==> src/rtl/noc_pkg.sv <==
// Shared NoC definitions: flit layout, flit types and input-port controller states.
package noc_pkg;

    localparam int FLIT_W  = 34;
    localparam int TYPE_HI = 33;
    localparam int TYPE_LO = 32;
    localparam int YX_HI   = 7;
    localparam int YX_LO   = 0;

    typedef enum logic [1:0] {
        BODY      = 2'b00,
        HEAD      = 2'b01,
        TAIL      = 2'b10,
        HEAD_TAIL = 2'b11
    } flit_type_t;

    typedef enum logic [2:0] {
        IDLE,
        LOAD,
        REQ,
        XFER,
        REL
    } ipc_state_t;

endpackage

==> src/rtl/ipc_fifo.sv <==
// Synchronous flit FIFO with asynchronous active-high reset; the head entry is
// visible combinationally so the controller can inspect it before popping.
module ipc_fifo #(
    parameter int WIDTH = 34,
    parameter int DEPTH = 4
) (
    input  logic             clk,
    input  logic             reset,
    input  logic             push_i,
    input  logic [WIDTH-1:0] data_i,
    input  logic             pop_i,
    output logic [WIDTH-1:0] head_o,
    output logic             full_o,
    output logic             empty_o
);

    localparam int ADDR = $clog2(DEPTH);
    localparam logic [ADDR:0] FULL_COUNT = (ADDR+1)'(DEPTH);

    logic [WIDTH-1:0] mem_q [DEPTH];
    logic [ADDR-1:0]  wrPtr_q, wrPtr_d;
    logic [ADDR-1:0]  rdPtr_q, rdPtr_d;
    logic [ADDR:0]    count_q, count_d;
    logic             doPush;
    logic             doPop;

    assign full_o  = (count_q == FULL_COUNT);
    assign empty_o = (count_q == '0);
    assign doPush  = push_i && !full_o;
    assign doPop   = pop_i && !empty_o;
    assign head_o  = mem_q[rdPtr_q];

    // DEPTH is a power of two, so the pointers wrap by natural overflow.
    always_comb begin
        wrPtr_d = wrPtr_q;
        rdPtr_d = rdPtr_q;
        count_d = count_q;
        if (doPush) wrPtr_d = wrPtr_q + 1'b1;
        if (doPop)  rdPtr_d = rdPtr_q + 1'b1;
        case ({doPush, doPop})
            2'b10:   count_d = count_q + 1'b1;
            2'b01:   count_d = count_q - 1'b1;
            default: count_d = count_q;
        endcase
    end

    always_ff @(posedge clk or posedge reset) begin
        if (reset) begin
            wrPtr_q <= '0;
            rdPtr_q <= '0;
            count_q <= '0;
        end else begin
            wrPtr_q <= wrPtr_d;
            rdPtr_q <= rdPtr_d;
            count_q <= count_d;
        end
    end

    always_ff @(posedge clk) begin
        if (doPush) mem_q[wrPtr_q] <= data_i;
    end

endmodule

==> src/rtl/input_port_ctrl.sv <==
// Router input-port controller: buffers flits, requests the arbiter for each packet
// and streams it to the crossbar. Define IPC_DROP_CNT_EN to add the drop_cnt_o counter.
module input_port_ctrl #(
    parameter int FLIT_W = noc_pkg::FLIT_W,
    parameter int DEPTH  = 4
) (
    input  logic              clk,
    input  logic              reset,
    input  logic              in_valid_i,
    output logic              in_ready_o,
    input  logic [FLIT_W-1:0] in_flit_i,
    output logic [7:0]        yx_addr_header_o,
    output logic              nhr_write_o,
    input  logic              grant_i,
    output logic              out_valid_o,
    input  logic              out_ready_i,
    output logic [FLIT_W-1:0] out_flit_o,
    output logic              rr_change_order_o,
    output logic              busy_o
`ifdef IPC_DROP_CNT_EN
    ,
    output logic [7:0]        drop_cnt_o
`endif
);

    import noc_pkg::*;

    ipc_state_t        state_q;
    logic [7:0]        yxAddr_q;
    logic              nhrWrite_q;
    logic              rrChange_q;
    logic [FLIT_W-1:0] headFlit;
    logic              fifoFull;
    logic              fifoEmpty;
    logic              fifoPop;
    flit_type_t        headType;
    logic              headIsHeader;
    logic              headIsTail;
    logic              dropFlit;
    logic              outHandshake;

    ipc_fifo #(
        .WIDTH (FLIT_W),
        .DEPTH (DEPTH)
    ) u_fifo (
        .clk     (clk),
        .reset   (reset),
        .push_i  (in_valid_i),
        .data_i  (in_flit_i),
        .pop_i   (fifoPop),
        .head_o  (headFlit),
        .full_o  (fifoFull),
        .empty_o (fifoEmpty)
    );

    assign headType     = flit_type_t'(headFlit[TYPE_HI:TYPE_LO]);
    assign headIsHeader = (headType == HEAD) || (headType == HEAD_TAIL);
    assign headIsTail   = (headType == TAIL) || (headType == HEAD_TAIL);

    // A BODY/TAIL flit at the head while idle has no packet to belong to.
    assign dropFlit     = (state_q == IDLE) && !fifoEmpty && !headIsHeader;
    assign out_valid_o  = (state_q == XFER) && !fifoEmpty && grant_i;
    assign outHandshake = out_valid_o && out_ready_i;
    assign fifoPop      = outHandshake || dropFlit;

    assign in_ready_o        = !fifoFull;
    assign out_flit_o        = headFlit;
    assign yx_addr_header_o  = yxAddr_q;
    assign nhr_write_o       = nhrWrite_q;
    assign rr_change_order_o = rrChange_q;
    assign busy_o            = (state_q != IDLE);

    always_ff @(posedge clk or posedge reset) begin
        if (reset) begin
            state_q    <= IDLE;
            yxAddr_q   <= '0;
            nhrWrite_q <= 1'b0;
            rrChange_q <= 1'b0;
        end else begin
            nhrWrite_q <= 1'b0;
            rrChange_q <= 1'b0;
            case (state_q)
                IDLE: begin
                    if (!fifoEmpty && headIsHeader) begin
                        yxAddr_q   <= headFlit[YX_HI:YX_LO];
                        nhrWrite_q <= 1'b1;
                        state_q    <= LOAD;
                    end
                end
                LOAD: state_q <= REQ;
                REQ: begin
                    if (grant_i) state_q <= XFER;
                end
                XFER: begin
                    if (outHandshake && headIsTail) begin
                        rrChange_q <= 1'b1;
                        state_q    <= REL;
                    end
                end
                REL:     state_q <= IDLE;
                default: state_q <= IDLE;
            endcase
        end
    end

`ifdef IPC_DROP_CNT_EN
    logic [7:0] dropCnt_q;

    assign drop_cnt_o = dropCnt_q;

    always_ff @(posedge clk or posedge reset) begin
        if (reset) begin
            dropCnt_q <= '0;
        end else if (dropFlit && (dropCnt_q != 8'hFF)) begin
            dropCnt_q <= dropCnt_q + 8'd1;
        end
    end
`endif

endmodule

==> config.mk <==
export PLATFORM = sky130hd
export DESIGN_NAME = input_port_ctrl
export DESIGN_NICKNAME = d
export VERILOG_FILES = /design/src/rtl/noc_pkg.sv /design/src/rtl/ipc_fifo.sv /design/src/rtl/input_port_ctrl.sv
export SDC_FILE = /design/constraint.sdc
export NUM_CORES = 1
export LEC_CHECK = 0
export BUFFER_PORTS_ARGS = -buffer_cell sky130_fd_sc_hd__clkbuf_2
export CORE_MARGIN = 2
export CORE_UTILIZATION = 60
export CTS_CLUSTER_DIAMETER = 150
export DETAILED_ROUTE_END_ITERATION = 7
export PLACE_DENSITY_LB_ADDON = 0.05
export SLEW_MARGIN = 20
export SYNTH_ARGS = -nofsm -noshare
export SYNTH_HDL_FRONTEND = slang
export SYNTH_SLANG_ARGS = --single-unit
==> constraint.sdc <==
create_clock -name clk -period 5.78 [get_ports clk]
set_input_delay 0.867 -clock clk [delete_from_list [all_inputs] [get_ports clk]]
set_output_delay 0.867 -clock clk [all_outputs]
set_load 0.01 [all_outputs]
==> reports/metrics.cfg <==
[status]
status = finished clean

[die]
core_area_mm2 = 0.009328
dieWidth_um = 102.5
initial_core_util_pct = 62.44
ios = 86
num_rows = 35
chipHeight_um = 102.5
die-area_mm2 = 0.01051

[final_layout]
final_common_cell = edfxtp_1
final_cell_mix = 136 x edfxtp_1, 85 x clkbuf_2, 34 x mux4_2
final_cells = 490
fin_area_mm2 = 0.006948
drive_gt1_share_pct = 47.09
multi_input_area_mm2 = 0.001167
seq_area_mm2 = 0.004587
antenna_cells = 0
nNetsFinal = 393
n_fill_cell = 536
area_growth_pct = 19.29

[detailed_routing]
routed_wl_um = 9610
wl_per_cell_um = 19.61
vias = 2741
via_per_inst = 5.594
drc = 0
drt-initial-drc-count = 92
dr.pass1.iters = 5
ant_nets = 0

[place]
place_area_mm2 = 0.006379
place_congestion = 0.7192
dp_slack_ns = 2.918
dp.cells = 458
place_hpwl_um = 5475
port_buffers = 85

[worst_setup_path]
path_cells = buf_4 > mux4_2 > clkbuf_2
critPathLaunch = u_fifo.rdPtr_q[0]
worst-path-buf-inv = 2
r2r_start = u_fifo.rdPtr_q[1]
worstSetupPathType = flip-flop to output pin
slowest_delay_ns = 0.64
cp-end-kind = output pin
start_kind = flip-flop
crit_required_ns = 4.91
crit_family = buffers and inverters
critPathMaxFanout = 35
slowest_stage = mux4_2
critPathArrivalTime_ns = 2.25

[clock_network]
hold_buffers = 0
clk_latency_ns = 0.51
cts.sinks = 156
root_buffer = clkbuf_8
clockBufferDepth = 2
cts_tree = built
cts_resized = 0
postCtsSetupRepairBufs = 0
numCtsBuffers = 17
htree_num_levels = 4
clk_pin_slew_ns = 0.07

[synth]
ys_seq_elements = 156
synthSimpleGateAreaFrac_pct = 2.256
ys.warnings.count = 0
synth_compound_area_share_pct = 0.3222
yosysSeqAreaShare_pct = 78.71
synthCells = 251
synthMuxAreaShare_pct = 15.06
synth_top_cell_by_area = edfxtp_1
synth_area_leaders = edfxtp_1 70%, mux4_2 13%, dfrtp_1 8.6%
synth_cell_type_count = 27
synthAdderAreaFrac_pct = 1.418
syn_avg_cell_area_um2 = 23.20
netlist_area_mm2 = 0.005824
synth_nets = 296
synth_top_area_share_pct = 70.12
synthXorXnorAreaFrac_pct = 0.9023
synth_top_family_by_area = multiplexers

[timing]
finalCritPeriodShare_pct = 53.96
drv_slew = 0
clock_skew_ns = 0.01175
fmax_mhz = 320.6
hold_viol = 0
rsz0062_at_grt = no
fin_ws_ns = 2.661
setup_tns_ns = 0
period_minus_slack_ns = 3.119
tightest_slew_ns = 0.9527
slew_headroom_pct = 36.49
setup_viol = 0

[worst_hold_path]
hp-start = state_q[2]
hp-class = flip-flop to flip-flop

[power]
leakagePower_nw = 2.573
ir_drop_mv = 0.3391
total_power_mw = 3.697
p_per_area_mw_per_mm2 = 532.1

[grt]
grt_pass1_wl_um = 14500
grt_use_total_pct = 19.64
overflow = 0
grt_pass1_vias = 2771
antenna_found_initial = 0
grt_max_degree = 36

[flow_run]
max_cap_viol_count = 0

## cells by family after synthesis
family          after synthesis
flops                       156
mux                          44
simple gates                 20
buf+inv                      16
xor+xnor                      6
fa+ha+maj                     6
compound gates                3
## cells in the mapped netlist, drive strengths merged
library cell	n
or3	1
xor2	4
nor2b	2
and2	1
mux4	34
xnor2	2
edfxtp	136
and3	4
dfrtp	20
a2bb2oi	1
buf	7
nand3	1
mux2i	1
ha	5
mux2	9
inv	8
nor3	2
clkbuf	1
nand2	1
o21ai	2
fa	1
and4b	3
nor3b	1
nor2	4
## worst paths after layout
kind,cells after the start,slack [ns],to
worst min register to register,1,0.47,state_q[1]
worst max-delay path,3,2.66,out_flit_o[5]
min in group asynchronous,2,0.48,yx_addr_header_o[7]
worst max register to register,9,2.87,u_fifo.count_q[2]
max in group asynchronous,2,4.76,u_fifo.rdPtr_q[0]
worst min-delay path,1,0.47,state_q[1]
## stage by stage
| step | utilization, % | hold WS [ns] |
|---|---|---|
| finish | 74.49 | 0.4714 |
| global route | 74.49 | 0.5091 |
| CTS | 74.49 | 0.4745 |
| detailed placement | 68.38 | 0.4682 |
| global placement | 68.38 | 0.4514 |
| floorplan | - | 0.4410 |
## cell type report
| type | count | area share (%) |
|---|---|---|
| clock buffer | 17 | 5.961 |
| clock inverter | 15 | 2.233 |
| inverter | 8 | 0.4322 |
| multi-input combinational | 79 | 16.80 |
| sequential | 156 | 66.02 |
| tap | 129 | 2.323 |
| timing repair buffer | 86 | 6.231 |
## where the power goes
group          switching (mW)  internal, mW
Sequential              0.126          1.51
Combinational           0.534         0.481
Clock                   0.460         0.587
Total                    1.12          2.58
## routing by layer
layer | global-route usage [%] | part of all wire [%]
met4 | 6.462 | 1.1
met5 | 0 | 0
met2 | 31.37 | 50
met3 | 6.373 | 4.9
met1 | 26.24 | 44
## flip-flops by register name (all words and copies together) (netlist names)
register,count
state_q,3
u_fifo.mem_q,136
yx_addr_header_o,8
u_fifo.count_q,3
rr_change_order_o,1
u_fifo.wrPtr_q,2
u_fifo.rdPtr_q,2
nhr_write_o,1
Note: power is estimated with default switching activity, not from simulation.
